### config.mk
export PLATFORM = sky130hd
export DESIGN_NAME = if_stage_flat
export DESIGN_NICKNAME = d
export VERILOG_FILES = /design/src/rtl/if_stage_if.sv /design/src/rtl/if_stage.sv /design/src/flat_wrapper.sv
export SDC_FILE = /design/constraint.sdc
export NUM_CORES = 1
export LEC_CHECK = 0
export ABC_AREA = 1
export BUFFER_PORTS_ARGS = -buffer_cell sky130_fd_sc_hd__buf_2
export CAP_MARGIN = 20
export CORE_ASPECT_RATIO = 0.75
export CORE_MARGIN = 5
export CORE_UTILIZATION = 40
export CTS_BUF_LIST = sky130_fd_sc_hd__clkbuf_16
export CTS_CLUSTER_SIZE = 14
export DETAILED_ROUTE_END_ITERATION = 7
export GPL_TIMING_DRIVEN = 0
export PLACE_DENSITY_LB_ADDON = 0.15
export SLEW_MARGIN = 20
export SYNTH_ARGS = -nofsm -noshare
export SYNTH_HDL_FRONTEND = slang
export SYNTH_SLANG_ARGS = --single-unit
### constraint.sdc
create_clock -name clk -period 2.5 [get_ports clk]
set_input_delay 0.375 -clock clk [delete_from_list [all_inputs] [get_ports clk]]
set_output_delay 0.375 -clock clk [all_outputs]
set_load 0.02 [all_outputs]
### src/rtl/if_stage_if.sv
// Signal bundle between the fetch stage and its neighbours: the hazard unit, EX redirect, imem and ID.
// The master modport is the fetch stage; the slave modport is everything around it.
interface if_stage_if;
    logic        stall;
    logic        flush_if_id;
    logic        tk_brnch_ex;
    logic [31:0] brnch_target_ex;
    logic [31:0] imem_addr;
    logic        imem_req;
    logic [31:0] imem_rdata;
    logic [31:0] pc_id;
    logic [31:0] pc4_id;
    logic [31:0] instr_id;
    logic        valid_id;
    logic        misalign_id;

    modport master (
        input  stall,
        input  flush_if_id,
        input  tk_brnch_ex,
        input  brnch_target_ex,
        input  imem_rdata,
        output imem_addr,
        output imem_req,
        output pc_id,
        output pc4_id,
        output instr_id,
        output valid_id,
        output misalign_id
    );

    modport slave (
        output stall,
        output flush_if_id,
        output tk_brnch_ex,
        output brnch_target_ex,
        output imem_rdata,
        input  imem_addr,
        input  imem_req,
        input  pc_id,
        input  pc4_id,
        input  instr_id,
        input  valid_id,
        input  misalign_id
    );
endinterface

### src/rtl/if_stage.sv
// RV32I instruction fetch stage with IF/ID register; owns the fetch PC and drives a synchronous imem.
// Keeps a captured copy of the fetched word while stalled so ID sees a stable instruction.
module if_stage #(
    parameter logic [31:0] RESET_PC  = 32'h0000_0000,
    parameter logic [31:0] NOP_INSTR = 32'h0000_0013
) (
    input  logic       clk,
    input  logic       rst,
    if_stage_if.master bus
);

    logic [31:0] pc_f_q,       pc_f_d;
    logic [31:0] pc_id_q,      pc_id_d;
    logic        valid_id_q,   valid_id_d;
    logic        misalign_q,   misalign_d;
    logic        hold_valid_q, hold_valid_d;
    logic [31:0] hold_instr_q, hold_instr_d;

    // Priority: redirect beats stall beats normal advance; reset is applied in the register block.
    always_comb begin
        pc_f_d       = pc_f_q;
        pc_id_d      = pc_id_q;
        valid_id_d   = valid_id_q;
        misalign_d   = misalign_q;
        hold_valid_d = hold_valid_q;
        hold_instr_d = hold_instr_q;
        if (bus.tk_brnch_ex) begin
            pc_f_d       = {bus.brnch_target_ex[31:1], 1'b0};
            valid_id_d   = 1'b0;
            hold_valid_d = 1'b0;
        end else if (bus.stall) begin
            // imem keeps re-reading pc_f, so the word for pc_id must be latched on the first stall cycle
            if (!hold_valid_q) begin
                hold_instr_d = bus.imem_rdata;
                hold_valid_d = 1'b1;
            end
        end else begin
            pc_id_d      = pc_f_q;
            valid_id_d   = !bus.flush_if_id;
            misalign_d   = pc_f_q[1];
            pc_f_d       = pc_f_q + 32'd4;
            hold_valid_d = 1'b0;
        end
    end

    always_ff @(posedge clk) begin
        if (rst) begin
            pc_f_q       <= RESET_PC;
            pc_id_q      <= 32'd0;
            valid_id_q   <= 1'b0;
            misalign_q   <= 1'b0;
            hold_valid_q <= 1'b0;
            hold_instr_q <= 32'd0;
        end else begin
            pc_f_q       <= pc_f_d;
            pc_id_q      <= pc_id_d;
            valid_id_q   <= valid_id_d;
            misalign_q   <= misalign_d;
            hold_valid_q <= hold_valid_d;
            hold_instr_q <= hold_instr_d;
        end
    end

    always_comb begin
        bus.instr_id = bus.imem_rdata;
        if (!valid_id_q) begin
            bus.instr_id = NOP_INSTR;
        end else if (hold_valid_q) begin
            bus.instr_id = hold_instr_q;
        end
    end

    assign bus.imem_addr   = pc_f_q;
    assign bus.imem_req    = !rst;
    assign bus.pc_id       = pc_id_q;
    assign bus.pc4_id      = pc_id_q + 32'd4;
    assign bus.valid_id    = valid_id_q;
    assign bus.misalign_id = misalign_q;

endmodule

### src/flat_wrapper.sv
// flat-port wrapper written by rule: the top's interface ports become plain ports
module if_stage_flat 
#(
    parameter logic [31:0] RESET_PC  = 32'h0000_0000,
    parameter logic [31:0] NOP_INSTR = 32'h0000_0013
)
  (clk, rst, bus_stall, bus_flush_if_id, bus_tk_brnch_ex, bus_brnch_target_ex, bus_imem_rdata, bus_imem_addr, bus_imem_req, bus_pc_id, bus_pc4_id, bus_instr_id, bus_valid_id, bus_misalign_id);
  if_stage_if bus_i ();
  input  logic clk;
  input  logic rst;
  input wire logic [$bits(bus_i.stall)-1:0] bus_stall;
  input wire logic [$bits(bus_i.flush_if_id)-1:0] bus_flush_if_id;
  input wire logic [$bits(bus_i.tk_brnch_ex)-1:0] bus_tk_brnch_ex;
  input wire logic [$bits(bus_i.brnch_target_ex)-1:0] bus_brnch_target_ex;
  input wire logic [$bits(bus_i.imem_rdata)-1:0] bus_imem_rdata;
  output wire logic [$bits(bus_i.imem_addr)-1:0] bus_imem_addr;
  output wire logic [$bits(bus_i.imem_req)-1:0] bus_imem_req;
  output wire logic [$bits(bus_i.pc_id)-1:0] bus_pc_id;
  output wire logic [$bits(bus_i.pc4_id)-1:0] bus_pc4_id;
  output wire logic [$bits(bus_i.instr_id)-1:0] bus_instr_id;
  output wire logic [$bits(bus_i.valid_id)-1:0] bus_valid_id;
  output wire logic [$bits(bus_i.misalign_id)-1:0] bus_misalign_id;
  assign bus_i.stall = bus_stall;
  assign bus_i.flush_if_id = bus_flush_if_id;
  assign bus_i.tk_brnch_ex = bus_tk_brnch_ex;
  assign bus_i.brnch_target_ex = bus_brnch_target_ex;
  assign bus_i.imem_rdata = bus_imem_rdata;
  assign bus_imem_addr = bus_i.imem_addr;
  assign bus_imem_req = bus_i.imem_req;
  assign bus_pc_id = bus_i.pc_id;
  assign bus_pc4_id = bus_i.pc4_id;
  assign bus_instr_id = bus_i.instr_id;
  assign bus_valid_id = bus_i.valid_id;
  assign bus_misalign_id = bus_i.misalign_id;
  if_stage #(.RESET_PC(RESET_PC), .NOP_INSTR(NOP_INSTR)) u_core (.clk(clk), .rst(rst), .bus(bus_i));
endmodule
Word level (Yosys, flattened, before mapping)
Cells that the tools add are included.

$add $sub $neg: 2. Eq/ne operators: 1. Multiplexer cells: 5. Bitwise gates (word level): 2. Reduce and logical (&&, ||, !) cells: 5.

Operators with widths (number): $mux W32 (4); $add A32 B3 Y32 const B (2); $reduce_and A2 Y1 (2); $logic_not A1 Y1 (2); $ne A2 B1 Y1 const B (1); $not A1 Y1 (2); $reduce_or A2 Y1 (1); $mux W1 (1).

Flip-flop bits (word level): 99. Output and inout bits: 131.

Longest topological paths before layout
Depth in word-level cells: 3. Depth in mapped cells: 10. Depth with buffers taken out: 10.

Worst setup path before layout
Ideal clock, no wire load.

Path type: register to output. From: register u_core.pc_id_q[3] (netlist: u_core.bus.pc_id[3]). To: output port bus_pc4_id[18]. Arrival time: 1.678 ns. Setup slack: 0.447 ns. Stages on the path, launching flop included: 9. Buffers on the path: 0. Cell sequence: dfxtp_1 ha_1 nand2_1 nor3_4 nand2_2 inv_2 nand2_2 nor2_2 xor2_1.

Cells in the longest elaborated chain, start to end: 1.

Ends and longest elaborated chain: start: declaration (RTL line if_stage.sv:13) `logic [31:0] pc_id_q, pc_id_d;`; start signal: assignment (RTL line if_stage.sv:56) `pc_id_q <= pc_id_d;`; $add A32 B3 Y32 (RTL line if_stage.sv:76) `assign bus.pc4_id = pc_id_q + 32'd4;`; end: declaration (RTL line flat_wrapper.sv:19) `output wire logic [$bits(bus_i.pc4_id)-1:0] bus_pc4_id;`.

Every way passes these cells.

Worst setup path in the final report
From: register u_core.pc_id_q[2] (netlist: u_core.bus.pc_id[2]). To: output port bus_pc4_id[20].

The elaborated chain is that of the path after synthesis.

==> metrics.txt <==
Fin Setup TNS=0 ns; worst hold path type=primary input to flip-flop; final period utilization=between 90% and 100%; Routed WL=19600 µm; status=complete, no violations; distinct cell type count after synthesis=40; H-tree levels=3; via count=roughly 6100; post-synthesis sequential element count=between 90 and 100; Worst path slowest cell=dfxtp_2; ANT nets after route=0; number of global-route vias before repair=5670; HPWL Detailed=15600 µm; cell taking the most area after synthesis=dfxtp_1; Setup CP Type=flip-flop to primary output; hold_buf cts=0; most frequent cell after synthesis=nand2_1; Crit. Startpoint=u_core.bus.pc_id[2]; hold path startpoint=bus_flush_if_id; synth top area cells=dfxtp_1 35%, nand2_1 9.2%, nor2_1 7.7%; global-route wire length before repair=a little over 30000 µm; R2R depth=10; Max transition margin=54.1%; IO Pins=200; Met2 Wirelength=8200 µm; Achievable Freq=roughly 0.42 GHz; Tot Pwr=just under 4000 µW; Worst-Margin Slew=0.688 ns; Power Density=542 mW/mm²; worst clock skew=just under 0.008 ns; Met1 Wirelength=9640 µm; delay of the slowest cell on the worst path=between 0.3 and 0.4 ns; Total Nets Final=around 1100; DR top layer=met4; worst slack at placement=0.304 ns; Worst R2R End=u_core.bus.imem_addr[22]; post-synth top area share=34.6%; Fin. Hold Viols=0; Peak VDD IR=around 0.43 mV; pin count of the biggest net entering global routing=17; initial core utilization=40.7%; final worst slack=0.133 ns; die height=roughly 110 µm; Placer Congestion=~0.97; r2r setup slk=0.72 ns; EDFF count, synth=0; CTS tree=done; antenna cell count=0; area of the core=0.0137 mm²; hold path endpoint=u_core.bus.valid_id; WP data required=approximately 2.1 ns; Worst R2R Start=u_core.bus.imem_addr[3]; Die X=146 µm; num rows=37; Final Cell Area=0.00710 mm²; Root Driver=clkbuf_16; Primary FF master, synth=dfxtp_1; worst hold path stage count=2; Max Cap Violations=0; Critical Path Most Common Cell=nand2_2; warnings from Yosys=0; Avg Cell Area, Syn=6.90 µm²; CP top delay family=simple AND/OR/NAND/NOR gates; Tot GR Track Use=a little under a quarter; area grow syn2layout=27.8%; pins over their slew limit=0; CP Launch Type=flip-flop; Arr. time, crit path=around 2.0 ns; DRC=0; final core utilization=52.0%; share of layout cells above drive strength 1=~28%; Clock Pin Slew Worst Setup and Hold Paths=0.07 ns; 1st-pass router iterations=5; total leakage power=between 0.003 and 0.004 µW; IO buf count=approximately 190; post-layout min period=2.37 ns; initial DRC count=515; Overflow after GRT=0; total CTS buffers=9; Routed WL per cell=~16 µm; initial antenna violation count=0; Worst Path Buf+Inv=2; Mapped Cells=a little over 800; post-placement cell area=0.00675 mm²; Crit Path Max Fanout=4; clk_lat worst skew=0.34 ns; Worst Setup End Kind=primary output; Clock Sinks=96; sequential fraction of the synthesis area=34.6%; mapped cell area=between 0.005 and 0.006 mm²; Synth top cells by count=136 x nand2_1, 114 x nor2_1, 96 x dfxtp_1, 83 x inv_1, 50 x nand3_1; wire length on met3=1600 µm; Die ar.=roughly 0.016 mm²; critical path cell sequence=ha_2, nand2_2, nor3_4, nand2_2, inv_2, nand2_2, nor2_2, xor2_1, buf_4; Vias/cell=5.11; Longest Clk Path Bufs=2; final setup vio count=0; asr flop ratio synth=0%
[cell type report]
cell class	instances	area [µm²]
fill	1420	6560
multi-input combinational	576	3080
sequential	96	1930
timing repair buffer	196	991
inverter	90	338
buffer	45	245
clock buffer	9	225
tap	175	219
clock inverter	7	70.1
[logic make-up after synthesis]
group | Yosys count | share of synthesized area [%]
adders and majority gates | 2 | 0.450
muxes | 32 | 5.76
other | 1 | 0.0675
xor gates and xnor gates | 28 | 4.41
DFF | 96 | 34.6
buffers and inverters | 135 | 10.5
AOI/OAI and AO/OA | 145 | 14.5
and+or+nand+nor | 366 | 29.7
[layer usage]
metal,global-route usage (%),vias to the layer above
li1,-,3065
met1,35.3,2776
met2,33.6,242
met3,5.73,20
met4,5.01,0
met5,0,-
[report_power, final]
part           switching, µW  leakage (µW)  total [µW]  internal (µW)
clock network            608      0.000135        1380            774
registers                108      0.000793        1740           1630
logic                    472       0.00245         731            259
total                   1190       0.00338        3850           2660
[sequential cells by signal, indices dropped and copies added, names as in the netlist]
signal,flops
u_core.bus.valid_id,1
u_core.bus.imem_addr,31
u_core.hold_valid_q,1
u_core.bus.pc_id,31
u_core.hold_instr_q,32
[per-stage QoR]
step / cells / hold slack, ns
after global routing: 1194 / 0.203
after CTS: 1192 / 0.195
after detailed placement: 1176 / 0.484
after floorplan: 807 / 0.468
after global placement: 1176 / 0.482
final: 1194 / 0.204
[cell usage in the layout, fill, tap and decap left out, drive strengths merged]
master    Yosys  final
buf          29    225
nand2       142    142
nor2        129    129
dfxtp        96     96
inv          90     91
o21ai        69     69
nand3        54     54
a21oi        48     48
mux2i        32     32
clkbuf       16     25
nand4        21     21
xor2         20     20
nor3         15     15
a211oi       13     13
xnor2         8      8
o211ai        4      4
a22o          3      3
conb          1      3
clkinvlp      0      3
nand3b        2      2
o221a         2      2
a22oi         2      2
ha            2      2
clkinv        0      2
and3          1      1
nor3b         1      1
o21bai        1      1
or2           1      1
a32oi         1      1
o311ai        1      1
a31oi         1      1
bufinv        0      1
[worst max-delay path by stage]
stage,depth (start not counted),endpoint,slack (ns)
detailed placement,7,bus_pc4_id[31],0.30
global route,8,bus_pc4_id[28],-0.002
floorplan,8,bus_pc4_id[18],0.45
global placement,7,bus_pc4_id[31],0.28
finish,9,bus_pc4_id[20],0.13
CTS,8,bus_pc4_id[26],0.03
[what timing repair did]
item,in CTS,in global routing
setup endpoints to repair,1,12
gates resized for setup,1,12
pin swaps,0,2
buffers inserted,0,2
Power figures use the tool's default switching activity.
